$ cat config.mk
export PLATFORM = sky130hd
export DESIGN_NAME = wb_ram_responder
export DESIGN_NICKNAME = d
export VERILOG_FILES = /design/src/rtl/common_pkg.sv /design/src/rtl/wb_ram_responder.sv
export SDC_FILE = /design/constraint.sdc
export NUM_CORES = 1
export LEC_CHECK = 0
export BUFFER_PORTS_ARGS = -buffer_cell sky130_fd_sc_hd__buf_2
export CELL_PAD_IN_SITES_DETAIL_PLACEMENT = 0
export CELL_PAD_IN_SITES_GLOBAL_PLACEMENT = 1
export CORE_ASPECT_RATIO = 0.9
export CORE_MARGIN = 5
export CORE_UTILIZATION = 34
export DETAILED_ROUTE_END_ITERATION = 12
export HOLD_SLACK_MARGIN = 0.12
export PLACE_DENSITY = 0.8
export SKIP_CTS_REPAIR_TIMING = 1
export SYNTH_ARGS = -nofsm -noshare
export SYNTH_HDL_FRONTEND = slang
export SYNTH_SLANG_ARGS = --single-unit
$ cat constraint.sdc
create_clock -name wb_clock_i -period 2.4 [get_ports wb_clock_i]
set_input_delay 0.12 -clock wb_clock_i [delete_from_list [all_inputs] [get_ports wb_clock_i]]
set_output_delay 0.12 -clock wb_clock_i [all_outputs]
set_load 0.03 [all_outputs]
$ cat src/rtl/common_pkg.sv
// Shared constants and types for the Wishbone-to-async-SRAM responder.
// Supplies bus widths, default SRAM geometry/timing and the FSM state type.
package common_pkg;

    localparam int WB_ADDR_WIDTH       = 32;
    localparam int DATA_WIDTH          = 8;
    localparam int RAM_ADDR_WIDTH      = 17;
    localparam int DEFAULT_WAIT_STATES = 2;

    typedef enum logic [1:0] {
        ST_IDLE   = 2'd0,
        ST_ACCESS = 2'd1,
        ST_ACK    = 2'd2
    } ram_state_e;

endpackage

$ cat src/rtl/wb_ram_responder.sv
// Wishbone B4 pipelined slave driving an asynchronous SRAM, one transfer
// outstanding, WAIT_STATES extra access cycles per transfer.
//
// Ports:
//   wb_clock_i, reset_i      clock, async active-high reset
//   wb_addr_i/data_i/we_i    request address, write data, direction
//   wb_cycle_i/strobe_i      bus cycle and strobe
//   wb_data_o/ack_o/stall_o  read data, acknowledge, stall
//   ram_addr_o               SRAM address (registered)
//   ram_data_i/ram_data_o    SRAM data in / registered write data out
//   ram_data_oe              block drives the SRAM data lines
//   ram_oe_n_o/ram_we_n_o    active-low SRAM output/write enables
//   ram_wp_i                 write-protect input (WB_RAM_WRITE_PROTECT_EN only)
//
// Build option WB_RAM_WRITE_PROTECT_EN adds ram_wp_i and parameter WP_BASE:
// protected writes at or above WP_BASE run with normal timing and are acked,
// but never assert the SRAM write enable or drive the data lines.
module wb_ram_responder #(
    parameter int WAIT_STATES    = common_pkg::DEFAULT_WAIT_STATES,
    parameter int RAM_ADDR_WIDTH = common_pkg::RAM_ADDR_WIDTH
`ifdef WB_RAM_WRITE_PROTECT_EN
    ,
    parameter logic [RAM_ADDR_WIDTH-1:0] WP_BASE = '1
`endif
) (
    input  logic                                wb_clock_i,
    input  logic                                reset_i,
    input  logic [common_pkg::WB_ADDR_WIDTH-1:0] wb_addr_i,
    input  logic [common_pkg::DATA_WIDTH-1:0]    wb_data_i,
    output logic [common_pkg::DATA_WIDTH-1:0]    wb_data_o,
    input  logic                                wb_we_i,
    input  logic                                wb_cycle_i,
    input  logic                                wb_strobe_i,
    output logic                                wb_stall_o,
    output logic                                wb_ack_o,
    output logic [RAM_ADDR_WIDTH-1:0]           ram_addr_o,
    input  logic [common_pkg::DATA_WIDTH-1:0]    ram_data_i,
    output logic [common_pkg::DATA_WIDTH-1:0]    ram_data_o,
    output logic                                ram_data_oe,
`ifdef WB_RAM_WRITE_PROTECT_EN
    input  logic                                ram_wp_i,
`endif
    output logic                                ram_oe_n_o,
    output logic                                ram_we_n_o
);

    import common_pkg::*;

    localparam logic [2:0] WS = 3'(WAIT_STATES);

    ram_state_e                state_q, state_d;
    logic [2:0]                cnt_q, cnt_d;
    logic                      wr_q, wr_d;
    logic [RAM_ADDR_WIDTH-1:0] addr_q, addr_d;
    logic [DATA_WIDTH-1:0]     wdata_q, wdata_d;
    logic [DATA_WIDTH-1:0]     rdata_q, rdata_d;
    logic                      oe_n_q, oe_n_d;
    logic                      we_n_q, we_n_d;
    logic                      doe_q, doe_d;
    logic                      wr_block;
    logic                      unused_addr;

    assign unused_addr = ^wb_addr_i[WB_ADDR_WIDTH-1:RAM_ADDR_WIDTH];

`ifdef WB_RAM_WRITE_PROTECT_EN
    assign wr_block = ram_wp_i
                   && (wb_addr_i[RAM_ADDR_WIDTH-1:0] >= WP_BASE);
`else
    assign wr_block = 1'b0;
`endif

    always_comb begin
        state_d = state_q;
        cnt_d   = cnt_q;
        wr_d    = wr_q;
        addr_d  = addr_q;
        wdata_d = wdata_q;
        rdata_d = rdata_q;
        oe_n_d  = oe_n_q;
        we_n_d  = we_n_q;
        doe_d   = doe_q;
        unique case (state_q)
            ST_IDLE: begin
                if (wb_cycle_i && wb_strobe_i) begin
                    state_d = ST_ACCESS;
                    cnt_d   = WS;
                    wr_d    = wb_we_i;
                    addr_d  = wb_addr_i[RAM_ADDR_WIDTH-1:0];
                    wdata_d = wb_data_i;
                    if (wb_we_i) begin
                        oe_n_d = 1'b1;
                        we_n_d = wr_block;
                        doe_d  = !wr_block;
                    end else begin
                        oe_n_d = 1'b0;
                        we_n_d = 1'b1;
                        doe_d  = 1'b0;
                    end
                end
            end
            ST_ACCESS: begin
                if (cnt_q == 3'd0) begin
                    // Release strobes; data lines stay driven through ACK
                    // so the SRAM sees hold time after we_n rises.
                    if (!wr_q) begin
                        rdata_d = ram_data_i;
                    end
                    oe_n_d  = 1'b1;
                    we_n_d  = 1'b1;
                    state_d = ST_ACK;
                end else begin
                    cnt_d = cnt_q - 3'd1;
                end
            end
            ST_ACK: begin
                doe_d   = 1'b0;
                state_d = ST_IDLE;
            end
            default: begin
                state_d = ST_IDLE;
            end
        endcase
    end

    always_ff @(posedge wb_clock_i or posedge reset_i) begin
        if (reset_i) begin
            state_q <= ST_IDLE;
            cnt_q   <= 3'd0;
            wr_q    <= 1'b0;
            addr_q  <= '0;
            wdata_q <= '0;
            rdata_q <= '0;
            oe_n_q  <= 1'b1;
            we_n_q  <= 1'b1;
            doe_q   <= 1'b0;
        end else begin
            state_q <= state_d;
            cnt_q   <= cnt_d;
            wr_q    <= wr_d;
            addr_q  <= addr_d;
            wdata_q <= wdata_d;
            rdata_q <= rdata_d;
            oe_n_q  <= oe_n_d;
            we_n_q  <= we_n_d;
            doe_q   <= doe_d;
        end
    end

    // A master that drops its cycle mid-transfer gets no ack.
    assign wb_stall_o  = (state_q != ST_IDLE);
    assign wb_ack_o    = (state_q == ST_ACK) && wb_cycle_i;
    assign wb_data_o   = rdata_q;
    assign ram_addr_o  = addr_q;
    assign ram_data_o  = wdata_q;
    assign ram_data_oe = doe_q;
    assign ram_oe_n_o  = oe_n_q;
    assign ram_we_n_o  = we_n_q;

endmodule

# == Word-level counts from Yosys, hierarchy flattened ==
# Cells that the tools add are included.
# totals
ff_bits,42
word_cells,43
output_inout_bits,38
# classes
mux,14
add_sub_neg,1
n_bitwise,1
n_eq_ne,5
reduce_logical,13
# op_table
cell,n
3-bit AND reduction,3
3-bit 2-to-1 mux,2
2-bit != test (second input constant),3
1-bit case mux with 2 select lines,3
3-bit case mux with 2 select lines,1
2-bit AND reduction,3
2-bit nonzero test,3
1-bit 2-to-1 mux,5
2-bit 2-to-1 mux,2
2-bit case mux with 2 select lines,1
3-bit zero test,1
3-bit by 1-bit subtractor with 3-bit output (second input constant),1
2-bit by 1-bit equality test with 1-bit output (second input constant),1
2-bit equality test (second input constant),1
1-bit logical AND,2
2-bit zero test,1
1-bit inverter,1

# == Logic depth before layout (Yosys ltp) ==
# Gate-level depths: netlist of the first run.
# depth
word_depth,3
ltp_mapped,6

# == Worst setup path after synthesis of the first run ==
# OpenSTA, ideal clock, no wires.
# synth_timing
path_kind,register -> register
from,register cnt_q[0]
to,"register rdata_q[0], in the netlist wb_data_o[0]"
stages_incl_launch_ff,7
synth_period_minus_slack_ps,1543
t_required_ps,2275
setup_time_ps,125
setup_slack_ps,857
arrival_ps,1418
path_buffers,1
cell_sequence,dfrtp_1 -> inv_1 -> ha_1 -> and4bb_4 -> nor2b_4 -> buf_6 -> mux2_4
# synth_via
elab_chain_cells,2
# synth_rtl
element,line_no,rtl
start: declaration,wb_ram_responder.sv:52,"logic [2:0] cnt_q, cnt_d;"
start signal: assignment,wb_ram_responder.sv:138,cnt_q <= cnt_d;
3-bit zero test,wb_ram_responder.sv:102,if (cnt_q == 3'd0) begin
3-bit AND reduction (no source line),n/a,
end signal: assignment,wb_ram_responder.sv:142,rdata_q <= rdata_d;
end: declaration,wb_ram_responder.sv:56,"logic [DATA_WIDTH-1:0] rdata_q, rdata_d;"
# Every way passes these cells.
# A chain may end at the register's enable or synchronous reset.

# == Worst setup path in the final report of the first run ==
# layout_timing
from,register cnt_q[0]
to,"register rdata_q[7], in the netlist wb_data_o[7]"
# Same word-level chain as after synthesis.

==> results.txt, run 1 <==
- Result of the run: finished, final reports clean
- The most common cell in the synthesized netlist is nand2_1.
- In this run the clock root is driven by a clkbuf_8.
- The initial antenna violation count is 0.
- Source-to-sink clock delay at the later pin of the worst-skew pair: around 0.29 ns
* Critical path type: reg -> reg
- Clk sink count: 42
* Number of H-tree branching levels: 2
- Traced cell by cell, the critical path runs through inv_1 -> ha_1 -> and4bb_4 -> nor2b_4 -> mux2_4.
* Routed wirelength normalized by instance count: 12.1 µm
- For this run, the top clock speed supported by timing is just under 600 MHz.
- TritonCTS built the clock tree.
- Min-delay worst type: in -> reg
- Post-synth EDFFs: 0
- The most used flip-flop cell after synthesis is dfrtp_1.
- Registers take between 0.001 and 0.0015 mm².
- Relative to the synthesized area, the layout overhead comes to 53.0%.
- The worst hold path was traced through 5 stages.
- Placement Rows: 24
- Die Width: 84.7 µm
- Fin Setup TNS: 0 ns
- Skew final: around 0.0037 ns
- Floorplan core area: between 0.004 and 0.005 mm²
- The netlist uses 26 different library cells.
* Total power density per cell area: approximately 1300 mW/mm²
* Endpoints failing hold: 0
* Setup Viol. Count Final: 0
- Ant diodes: 0
- In the routed layout, each cell is associated on average with a via count of between 4 and 5.
* Share of cells above drive strength 1: 36.2%
- In this run the static leakage power is roughly 1.4 nW.
- Via Count: ~1400
- After clock tree synthesis, the clock-pin slew on the worst setup and hold paths is 0.08 ns.
- The die covers approximately 0.0065 mm².
- STA classifies the critical path endpoint as a flop.
* Count of maximum capacitance violations: 0
- Sequential cell area fraction in the yosys report: 61.7%
- When the netlist entered floorplanning its net count stood at ~220.
* Buffers on Ports: 75
- After layout, the worst path uses between 70 and 80% of the clock period.
- Worst setup slack for register-to-register paths: ~0.67 ns
- Max Slew Vio Count: 0
- For this block, the initial DRC count from the detailed router was 42.
- After legalization and detailed placement, the total HPWL measured 2570 µm.
- Number of synthesized register bits: 42
* YS warnings: 0
- Wire length of the first global-routing pass: between 6000 and 7000 µm
- Ys async rst share: 100%
- Combined area of the multi-input logic cells: between 500 and 600 µm²
- CP max FO: 8
- Filler Cells Inserted: 450
* Largest vdd supply drop: 591 µV
* Data required, critical path: between 2 and 3 ns
- The final layout contains routed wiring with a total length of 4140 µm.
- Pin slew with the least headroom to its limit: ~0.53 ns
- R2R cell count: 5
- The worst pin sits at a relative slew slack of between 60% and 70%.
- Unrepaired setup endpoints after global routing: false
* Average cell area after synthesis: roughly 11 µm²
- Routability-driven placement finished with a final weighted congestion of around 0.68.
* Clock tree buffer depth: 2
- Cell type with the highest aggregate area in the netlist: dfrtp_1
- Startpoint Class: flop
- Global-route congestion overflow total: 0
- Delay of the slowest critical-path stage: approximately 0.4 ns
* Leading post-synthesis cells by instance count: nand2_1 (79), dfrtp_1 (40), mux2_4 (8)
- Synth area leaders: dfrtp_1 (59%), nand2_1 (17%), mux2_4 (7.0%), dfstp_2 (3.1%), ha_1 (1.5%)
* Y dimension of the die: 77.2 µm
- The smallest clock period supported by the final layout is computed as roughly 1.7 ns.
* Initial core utilization: 35.1%
- Via count of the first global-routing pass: ~1300
- The share of synthesized area in the top cell type comes to between 50 and 60%.
- Clock tree synthesis inserted a total of 5 buffers.
- Antenna-violating nets left: 0
- Cells after synthesis: about 160
* Gr usage total: about an eighth
* Residual DRC: 0
- Length of the first detailed-routing pass in iterations: 3
- Entering global routing, the biggest net connects 43 pins.
* CP Data Arrival Time: roughly 1.9 ns
* I/O pin count: about 90
* Standard cell with the maximum stage delay on the critical path: dfrtp_1
- Power comes to 3.51 mW.
- Net total in the final layout: 330
* Netlist Area Pre-Place: about 0.0017 mm²
placed cells by master, fill, tap and decap left out, types with 2 or more instances in the layout:
master	Yosys	layout
clkbuf_8	0	5
buf_4	0	3
nand2_1	79	79
clkinvlp_4	0	2
dfstp_2	2	2
ha_1	2	2
dfrtp_1	40	40
buf_2	4	75
dlygate4sd3_1	0	35
inv_1	4	3
o21ai_0	4	4
mux2_4	8	8
state kept, by name, summed over array words and instances, names as in the netlist:
name / count
ram_addr_o: 17
wb_data_o: 8
ram_oe_n_o: 1
ram_data_o: 8
ram_we_n_o: 1
wr_q: 1
state_q: 2
ram_data_oe: 1
cnt_q: 3
logic make-up (layout without fill, tap and decap cells):
logic type,after synthesis,count (layout),share of synthesized area [%]
AOI/OAI and AO/OA,8,8,2.79
adders and majority gates,2,2,1.47
buffers and inverters,11,125,3.15
muxes,9,9,7.62
and+or+nand+nor,90,90,23.2
DFF,42,42,61.7
worst max-delay path: cells and delay by family, from the launching register on:
| family | cells | cell delay [ns] |
|---|---|---|
| flops | 1 | 0.40 |
| fa+ha+maj | 1 | 0.19 |
| buf+inv | 1 | 0.09 |
| simple gates | 2 | 0.61 |
| mux | 1 | 0.33 |
report_power, final:
part	internal, mW	leakage (nW)	switching, mW
Clock	0.309	0.0504	0.245
Sequential	1.07	0.514	0.192
Combinational	0.593	0.826	1.10
cell type report:
cell class	count	area share (%)
clock buffer	5	2.64
clock inverter	3	1.72
inverter	4	0.575
multi-input combinational	109	23.0
sequential	42	40.3
tap	65	3.11
timing repair buffer	113	28.7
through the flow:
| stage | instance area [µm²] | cells | setup slack (ns) | hold slack, ns | utilization (%) |
|---|---|---|---|---|---|
| after floorplan | 1710 | 162 | 0.857 | 0.225 | - |
| after global placement | 2150 | 298 | 0.687 | 0.281 | 44.1 |
| after detailed placement | 2150 | 298 | 0.686 | 0.282 | 44.1 |
| after CTS | 2260 | 306 | 0.666 | -0.0503 | 46.5 |
| after global routing | 2610 | 341 | 0.594 | 0.458 | 53.7 |
| final | 2610 | 341 | 0.670 | 0.422 | 53.7 |
path summary, 6_finish.rpt:
| check | startpoint | endpoint |
|---|---|---|
| hold reg to reg | ram_data_o[4] | ram_data_o[4] |
| setup / recovery | cnt_q[0] | wb_data_o[7] |
| max in group asynchronous | reset_i | ram_oe_n_o |
| hold / removal | wb_strobe_i | ram_oe_n_o |
| min in group asynchronous | reset_i | ram_addr_o[4] |
| setup reg to reg | cnt_q[0] | wb_data_o[7] |
metal layers:
| layer | vias up | GRT usage (%) | wire, µm |
|---|---|---|---|
| li1 | 734 | - | - |
| met1 | 656 | 15.0 | 1900 |
| met2 | 39 | 19.2 | 1960 |
| met3 | 5 | 4.07 | 223 |
| met4 | 0 | 4.75 | 60 |
| met5 | - | 0 | 0 |
No activity file was read; power rests on OpenSTA's default activity.
==> inputs of run 2 (changes only) <==
--- a/config.mk
+++ b/config.mk
@@ -5,15 +5,16 @@
 export SDC_FILE = /design/constraint.sdc
 export NUM_CORES = 1
 export LEC_CHECK = 0
+export ABC_AREA = 1
 export BUFFER_PORTS_ARGS = -buffer_cell sky130_fd_sc_hd__buf_2
 export CELL_PAD_IN_SITES_DETAIL_PLACEMENT = 0
 export CELL_PAD_IN_SITES_GLOBAL_PLACEMENT = 1
 export CORE_ASPECT_RATIO = 0.9
 export CORE_MARGIN = 5
-export CORE_UTILIZATION = 34
+export CORE_UTILIZATION = 28
 export DETAILED_ROUTE_END_ITERATION = 12
 export HOLD_SLACK_MARGIN = 0.12
-export PLACE_DENSITY = 0.8
+export PLACE_DENSITY = 0.71
 export SKIP_CTS_REPAIR_TIMING = 1
 export SYNTH_ARGS = -nofsm -noshare
 export SYNTH_HDL_FRONTEND = slang
==> constraint.sdc (replaced) <==
create_clock -name wb_clock_i -period 1.55 [get_ports wb_clock_i]
set_input_delay 0.0775 -clock wb_clock_i [delete_from_list [all_inputs] [get_ports wb_clock_i]]
set_output_delay 0.0775 -clock wb_clock_i [all_outputs]
set_load 0.03 [all_outputs]
==> run 2 against run 1 <==
  * Combinational power up 62%
  * Largest power group unchanged
  * Synthesized area up 4.0%
  * Synthesized cell count up 25%
  * Final cell count up 18%
==> results.txt, run 2 <==
- Max Slew Vio Count: 0 (unchanged)
- Unrepaired setup endpoints after global routing: false (unchanged).
- Residual DRC: 0 (unchanged)
* Count of maximum capacitance violations: 0 (unchanged)
- The switching share of total power is 48.4% (was 43.9%).
- Number of synthesized register bits: 42 (unchanged)
* Maximum clock rate: 767 MHz (was 578 MHz)
* Die outline area: 0.00804 mm² (was 0.00654 mm²)
- The number of top-level pins was 91 (unchanged).
- The number of warnings issued by yosys was 0 (unchanged).
* CP Data Arrival Time: 1.49 ns (was 1.91 ns)
* Cell type with the highest aggregate area in the netlist: dfrtp_1 (unchanged)
- Result of the run: finished, final reports clean (unchanged)
- Placed cell area: 0.00224 mm² (was 0.00215 mm²)
- The global-route track usage on met2 is 16.9% (was 19.2%).
- The post-route clock period utilization was 84.1% (was 72.1%).
- Sequential cell area fraction in the yosys report: 59.3% (was 61.7%)
- The element type at the critical path end was a flop (unchanged).
- Synth cell types: 19 (was 26)
- Most used cells in the layout excluding fill and tap cells: nand2_1 (114), buf_2 (75), dfrtp_1 (40), dlygate4sd3_1 (35), nand3_1 (13) (was nand2_1 (79), buf_2 (75), dfrtp_1 (40), dlygate4sd3_1 (35), mux2_4 (8))
- Cell total after placement: 362 (was 298)
- The adder-cell area share of the yosys netlist is 1.41% (was 1.47%).
- The sequential cell fraction of total power was 36.3% (was 35.9%).
- Leakage power: 1.50 nW (was 1.39 nW)
* CP max FO: 8 (unchanged)
* Initial core utilization: 28.9% (was 35.1%)
- The final critical delay including setup and external delays came to 1.30 ns (was 1.73 ns).
* Design internal power: 2.77 mW (was 1.97 mW)
- Final std cells w/o fill: 404 (was 341)
* Smallest setup slack after layout: 0.246 ns (was 0.670 ns)
- Buffers on Ports: 75 (unchanged)
* Gr usage total: 10.5% (was 12.1%)
- The fraction of power consumed by the clock network was 12.5% (was 15.8%).
- The share of synthesized area spent on multiplexers was 0% (was 7.62%).
- Ant diodes: 0 (unchanged)
* Post-synth EDFFs: 0 (unchanged)
- The tightest slew margin relative to the limit was 58.9% (was 65.0%).
* Routability congestion estimate from global placement: 0.706 (was 0.679)
- Critical path type: reg -> reg (unchanged)
* Number of antenna violations at the first check in global routing: 0 (unchanged)
* Placement Rows: 27 (was 24)
- Number of H-tree branching levels: 2 (unchanged)
* Y dimension of the die: 85.5 µm (was 77.2 µm)
- The placeable core region was 0.00615 mm² (was 0.00486 mm²).
* Area share of the largest cell type after synthesis: 56.4% (was 58.7%)
- Fin Setup TNS: 0 ns (unchanged)
- Worst slack, placed: 0.236 ns (was 0.686 ns)
- The layer carrying the most global-route usage is met2 (unchanged).
* Antenna-violating nets left: 0 (unchanged)
* Violation count after the first detailed-routing iteration: 60 (was 42)
* Pin slew with the least headroom to its limit: 0.613 ns (was 0.525 ns)
* Total nets after synthesis: 258 (was 217)
* Via count of the first global-routing pass: 1450 (was 1322)
* Clk sink count: 42 (unchanged)
- The final wirelength was 4490 µm (was 4140 µm).
- The clock input transition at the sequential cells of the worst setup and hold paths was 0.08 ns (about the same).
- The area added between synthesis and finish was 50.5% (was 53.0%).
- The final HPWL from detailed placement was 3000 µm (was 2570 µm).
- The buffer type at the clock tree root is clkbuf_8 (unchanged).
- The largest vdd supply drop came to 743 µV (was 591 µV).
* XOR/XNOR Fraction of Synth Area: 0% (unchanged)
* Met1 Usage GRT: 13.3% (was 15.0%)
- The summed instance area of the synthesized netlist is 0.00178 mm² (was 0.00171 mm²).
- Min-delay worst type: in -> reg (unchanged)
- Most common cell after layout, fill and taps aside: nand2_1 (unchanged)
* Length of the first detailed-routing pass in iterations: 4 (was 3)
- Vias/cell: 4.00 (was 4.21)
- Die Width: 93.9 µm (was 84.7 µm)
* Net total in the final layout: 372 (was 330)
* Combinational family with the most area after synthesis: simple AND/OR/NAND/NOR gates (unchanged)
* Startpoint Class: flop (unchanged)
- Area of all placed cells without fillers: 0.00267 mm² (was 0.00261 mm²)
- Leading post-synthesis cells by instance count: nand2_1 (114), dfrtp_1 (40), nand3_1 (13) (was nand2_1 (79), dfrtp_1 (40), mux2_4 (8))
- Synthesized-area fraction occupied by ao, oa, aoi and oai cells: 0.282% (was 2.79%)
- Inserted Clock Buffers: 5 (unchanged)
- Global-route congestion overflow total: 0 (unchanged)
- The fraction of the mapped netlist area in simple logic gates came to 33.3% (was 23.2%).
* Post-synth top flop: dfrtp_1 (unchanged)
- Clock tree buffer depth: 2 (unchanged)
- Combinational cell fraction of total power: 51.2% (was 48.3%)
* Routed wirelength normalized by instance count: 11.1 µm (was 12.1 µm)
- Net load switching power: 2.60 mW (was 1.54 mW)
- The dominant cell by count in the synthesized netlist was nand2_1 (unchanged).
* Source-to-sink clock delay at the later pin of the worst-skew pair: 0.29 ns (about the same)
* Via Count: 1615 (was 1434)
- The power per cell area came to 2010 mW/mm² (was 1350 mW/mm²).
* Ys async rst share: 100% (unchanged)
* Wire length of the first global-routing pass: 6820 µm (was 6340 µm)
- Maximum number of pins on one net before global-route repair: 28 (was 43)
* Endpoints failing hold: 0 (unchanged)
- Data required, critical path: 1.73 ns (was 2.58 ns)
- Met3 global-route usage: 4.12% (was 4.07%)
- The synthesized instance count is 203 (was 162).
- Average cell area after synthesis: 8.75 µm² (was 10.5 µm²)
- Number of flip-flops under the largest register name: 17 (unchanged)
- Synth area leaders: dfrtp_1 (56%), nand2_1 (24%), nand3_1 (3.7%), dfstp_2 (3.0%), inv_1 (2.3%) (was dfrtp_1 (59%), nand2_1 (17%), mux2_4 (7.0%), dfstp_2 (3.1%), ha_1 (1.5%))
- The CTS tree was yes (unchanged).
- Setup Viol. Count Final: 0 (unchanged)
* Share of cells above drive strength 1: 30.3% (was 36.2%)
- Skew final: 0.00700 ns (was 0.00371 ns)
## run 2: worst max-delay path: stages, from the launching register on
cell	delay, ns
dfrtp_1	0.39
inv_1	0.08
ha_1	0.17
inv_1	0.04
nor2_1	0.14
nand3_2	0.20
nand2_1	0.10
nand2_1	0.06
## run 2: logic make-up after synthesis
family	count (synthesis)
flip-flops	42
adder cells (fa/ha/maj)	2
AO/OA/AOI/OAI	1
buffers and inverters	19
AND/OR/NAND/NOR	139
## run 2: area by class of cell
type | count | area [µm²]
fill | 640 | 3480
sequential | 42 | 1050
timing repair buffer | 112 | 753
multi-input combinational | 142 | 621
tap | 87 | 109
clock buffer | 5 | 68.8
inverter | 14 | 57.6
clock inverter | 2 | 10.0
## run 2: worst paths after layout
kind                            endpoint  slack (ns)          from  cells after the start
max reg2reg                 wb_data_o[5]        0.25      cnt_q[0]                      7
min in group asynchronous  ram_data_o[6]        0.33       reset_i                      3
max                         wb_data_o[5]        0.25      cnt_q[0]                      7
min                           ram_oe_n_o        0.27   wb_strobe_i                      6
min reg2reg                 wb_data_o[0]        0.47  wb_data_o[0]                      2
max in group asynchronous     ram_oe_n_o        0.66       reset_i                      4
## run 2: through the flow
stage / hold WS, ns / power [mW] / utilization (%)
CTS: -0.215 / 5.39 / 37.8
global placement: 0.103 / 4.67 / 36.5
floorplan: 0.187 / 3.91 / -
detailed placement: 0.109 / 4.70 / 36.5
global route: 0.312 / 5.76 / 43.5
finish: 0.271 / 5.37 / 43.5
## run 2: layer usage
| metal | vias up | wire [µm] |
|---|---|---|
| met4 | 0 | 28 |
| met1 | 721 | 2020 |
| met3 | 4 | 318 |
| met5 | - | 0 |
| li1 | 841 | - |
| met2 | 49 | 2120 |
## run 2: power groups by stage
stage / Sequential (mW) / Clock [mW] / Combinational (mW)
after floorplan: 2.89 / 0 / 1.02
after global placement: 1.96 / 0 / 2.70
after detailed placement: 1.96 / 0 / 2.73
after CTS: 1.96 / 0.700 / 2.74
after global routing: 2.03 / 0.735 / 3.00
final: 1.95 / 0.669 / 2.75
==> inputs of run 3 (changes only) <==
--- a/config.mk
+++ b/config.mk
@@ -11,10 +11,10 @@
 export CELL_PAD_IN_SITES_GLOBAL_PLACEMENT = 1
 export CORE_ASPECT_RATIO = 0.9
 export CORE_MARGIN = 5
-export CORE_UTILIZATION = 28
+export CORE_UTILIZATION = 31
 export DETAILED_ROUTE_END_ITERATION = 12
 export HOLD_SLACK_MARGIN = 0.12
-export PLACE_DENSITY = 0.71
+export PLACE_DENSITY = 0.75
 export SKIP_CTS_REPAIR_TIMING = 1
 export SYNTH_ARGS = -nofsm -noshare
 export SYNTH_HDL_FRONTEND = slang
==> constraint.sdc (replaced) <==
create_clock -name wb_clock_i -period 1.2 [get_ports wb_clock_i]
set_input_delay 0.06 -clock wb_clock_i [delete_from_list [all_inputs] [get_ports wb_clock_i]]
set_output_delay 0.06 -clock wb_clock_i [all_outputs]
set_load 0.03 [all_outputs]
==> run 3 against run 2 <==
  * Register-to-register slack got worse by 0.25 ns
  * Critical endpoint is now wb_data_o[4]
  * The flow now finishes with violations (setup timing)
  * Utilization grew 8.2 points
  * Non-clock buffer count rose by 13
  * Wire length is 4.8% higher
  * Combinational power is 48% higher
  * Largest power group unchanged
  * First-iteration DRC count shrank 55%
  * Sequential share of layout area down 3.1 points
  * Flip-flop and latch count is the same
==> results.txt, run 3 (synthesis gave the netlist of run 2 again) <==
- Result of the run: complete, but fails checks (was finished, final reports clean)
* Failing checks: setup timing
- The clock input transition at the sequential cells of the worst setup and hold paths was 0.08 ns (about the same).
- Number of H-tree branching levels: 2 (unchanged)
* Total power after layout: 7.54 mW (was 5.37 mW)
- The clock latency on the worst-skew pair is 0.28 ns (was 0.29 ns).
- The minimum setup slack in the final design was -0.00503 ns (was 0.246 ns).
* Routed wirelength normalized by instance count: 11.7 µm (was 11.1 µm)
* Buffers on Ports: 75 (unchanged)
- The number of top-level pins came to 91 (unchanged).
* Fin Setup TNS: -0.00503 ns (was 0 ns)
- Leakage power: 1.60 nW (was 1.50 nW)
- The number of buffers created by CTS is 5 (unchanged).
- Antenna-violating nets left: 0 (unchanged)
* Initial core utilization: 31.5% (was 28.9%)
* Via Count: 1673 (was 1615)
* Violation count after the first detailed-routing iteration: 27 (was 60)
- The number of sinks driven by the clock tree came to 42 (unchanged).
- The final wirelength came to 4700 µm (was 4490 µm).
* Y dimension of the die: 81.8 µm (was 85.5 µm)
* Minimum clock period: 1.21 ns (was 1.30 ns)
- Vias/cell: 4.16 (was 4.00)
* Placed cell area: 0.00231 mm² (was 0.00224 mm²)
* Number of flip-flops under the largest register name: 17 (unchanged)
- Most used cells in the layout excluding fill and tap cells: nand2_1 (104), buf_2 (73), dfrtp_1 (38), dlygate4sd3_1 (35), nand3_1 (13) (was nand2_1 (114), buf_2 (75), dfrtp_1 (40), dlygate4sd3_1 (35), nand3_1 (13)).
- The site row count is 26 (was 27).
* Routability congestion estimate from global placement: 0.777 (was 0.706)
- The data arrival time of the critical path came to 1.38 ns (was 1.49 ns).
* Total half-perimeter wirelength after legalization and detailed placement: 3150 µm (was 3000 µm)
* Clock tree buffer depth: 2 (unchanged)
- The type of element launching the critical path is a flop (unchanged).
- The peak clock frequency supported by timing was 830 MHz (was 767 MHz).
* Length of the first detailed-routing pass in iterations: 4 (unchanged)
* TritonCTS clock tree: yes (unchanged)
* Floorplan core area: 0.00563 mm² (was 0.00615 mm²)
- The overall die area came to 0.00734 mm² (was 0.00804 mm²).
- The most frequent standard cell in the layout excluding fill and tap cells is nand2_1 (unchanged).
* Global-route congestion overflow total: 0 (unchanged)
- The worst clock skew was 0.00418 ns (was 0.00700 ns).
- The power per cell area came to 2590 mW/mm² (was 2010 mW/mm²).
- The hold violation count in the final report came to 0 (unchanged).
- The share of cells above drive strength 1 is 38.6% (was 30.3%).
- Via count of the first global-routing pass: 1533 (was 1450)
- Residual DRC: 0 (unchanged)
- The number of slew-limit violations in the final report came to 0 (unchanged).
- Buffer type at the clock tree root: clkbuf_8 (unchanged)
* Min-delay worst type: in -> reg (unchanged)
* CP max FO: 8 (unchanged)
- Maximum number of pins on one net before global-route repair: 28 (unchanged)
- Number of antenna violations at the first check in global routing: 0 (unchanged)
* Slew margin rel.: 77.3% (was 58.9%)
- Endpoint type of the worst setup path: flop (unchanged)
* Unrepaired setup endpoints after global routing: true (was false)
- The post-route clock period utilization came to 100% (was 84.1%).
- The final cell utilization of the core is 51.6% (was 43.5%).
* Die Width: 89.8 µm (was 93.9 µm)
- Setup Viol. Count Final: 1 (was 0)
- Area of all placed cells without fillers: 0.00291 mm² (was 0.00267 mm²)
- Area Overhead vs Synth: 63.7% (was 50.5%)
- Wire length of the first global-routing pass: 6860 µm (was 6820 µm)
- The category of the critical setup timing path is reg -> reg (unchanged).
* Worst slack, placed: -0.0966 ns (was 0.236 ns)
- Net total in the final layout: 386 (was 372)
* Ant diodes: 0 (unchanged)
* Gr usage total: 11.5% (was 10.5%)
- Count of maximum capacitance violations: 0 (unchanged)
- Pin slew with the least headroom to its limit: 0.340 ns (was 0.613 ns)
* Largest vdd supply drop: 1200 µV (was 743 µV)
- Data required, critical path: 1.37 ns (was 1.73 ns)
## run 3: cell count changes in the layout (fill, tap and decap cells not counted), moves of 2 or more
cell / before / now
nand2_1: 114 / 104
buf_4: 1 / 9
inv_1: 10 / 6
buf_2: 75 / 73
buf_12: 1 / 3
inv_2: 1 / 5
clkbuf_16: 0 / 2
dfrtp_2: 0 / 2
nand2_2: 2 / 12
buf_6: 0 / 3
dfrtp_1: 40 / 38
## run 3: path summary, 6_finish.rpt
kind / start / endpoint / slack [ns] / cells past startpoint
worst max-delay path: cnt_q[1] / wb_data_o[4] / -0.005 / 7
worst min-delay path: wb_strobe_i / ram_addr_o[13] / 0.31 / 6
worst max register to register: cnt_q[1] / wb_data_o[4] / -0.005 / 7
worst min register to register: wb_data_o[0] / wb_data_o[0] / 0.47 / 2
max in group asynchronous: reset_i / wb_data_o[2] / 0.56 / 4
min in group asynchronous: reset_i / ram_addr_o[13] / 0.33 / 4
## run 3: layout make-up
cell class	count	area, µm²
clock buffer	7	86.3
clock inverter	1	5.00
fill	526	2720
inverter	14	65.1
multi-input combinational	143	679
sequential	42	1060
tap	70	87.6
timing repair buffer	125	927
## run 3: critical path, cell delays in order, from the launching register on
cell     delay [ns]
dfrtp_1        0.39
inv_2          0.08
ha_4           0.14
inv_2          0.04
nor2_4         0.13
nand3_4        0.16
nand2_2        0.10
nand2_1        0.05
## run 3: metal layers
metal  vias to the layer above  share of wire [%]  track usage [%]  wire length, µm
met5                         -                  0                0                0
met1                       745                 47             14.7             2220
met3                         5                5.9             4.21              277
li1                        875                  -                -                -
met2                        48                 46             18.2             2150
met4                         0               0.98             4.08               46
## run 3: per-stage QoR
step | cells | hold slack (ns)
floorplan | 203 | 0.170
global placement | 354 | 0.0889
detailed placement | 354 | 0.0944
CTS | 362 | -0.224
global route | 402 | 0.327
finish | 402 | 0.308
## run 3: power breakdown
part / total [mW] / switching (mW) / internal [mW]
clock: 0.912 / 0.448 / 0.464
sequential: 2.56 / 0.417 / 2.14
combinational: 4.07 / 2.67 / 1.40
total: 7.54 / 3.53 / 4.01
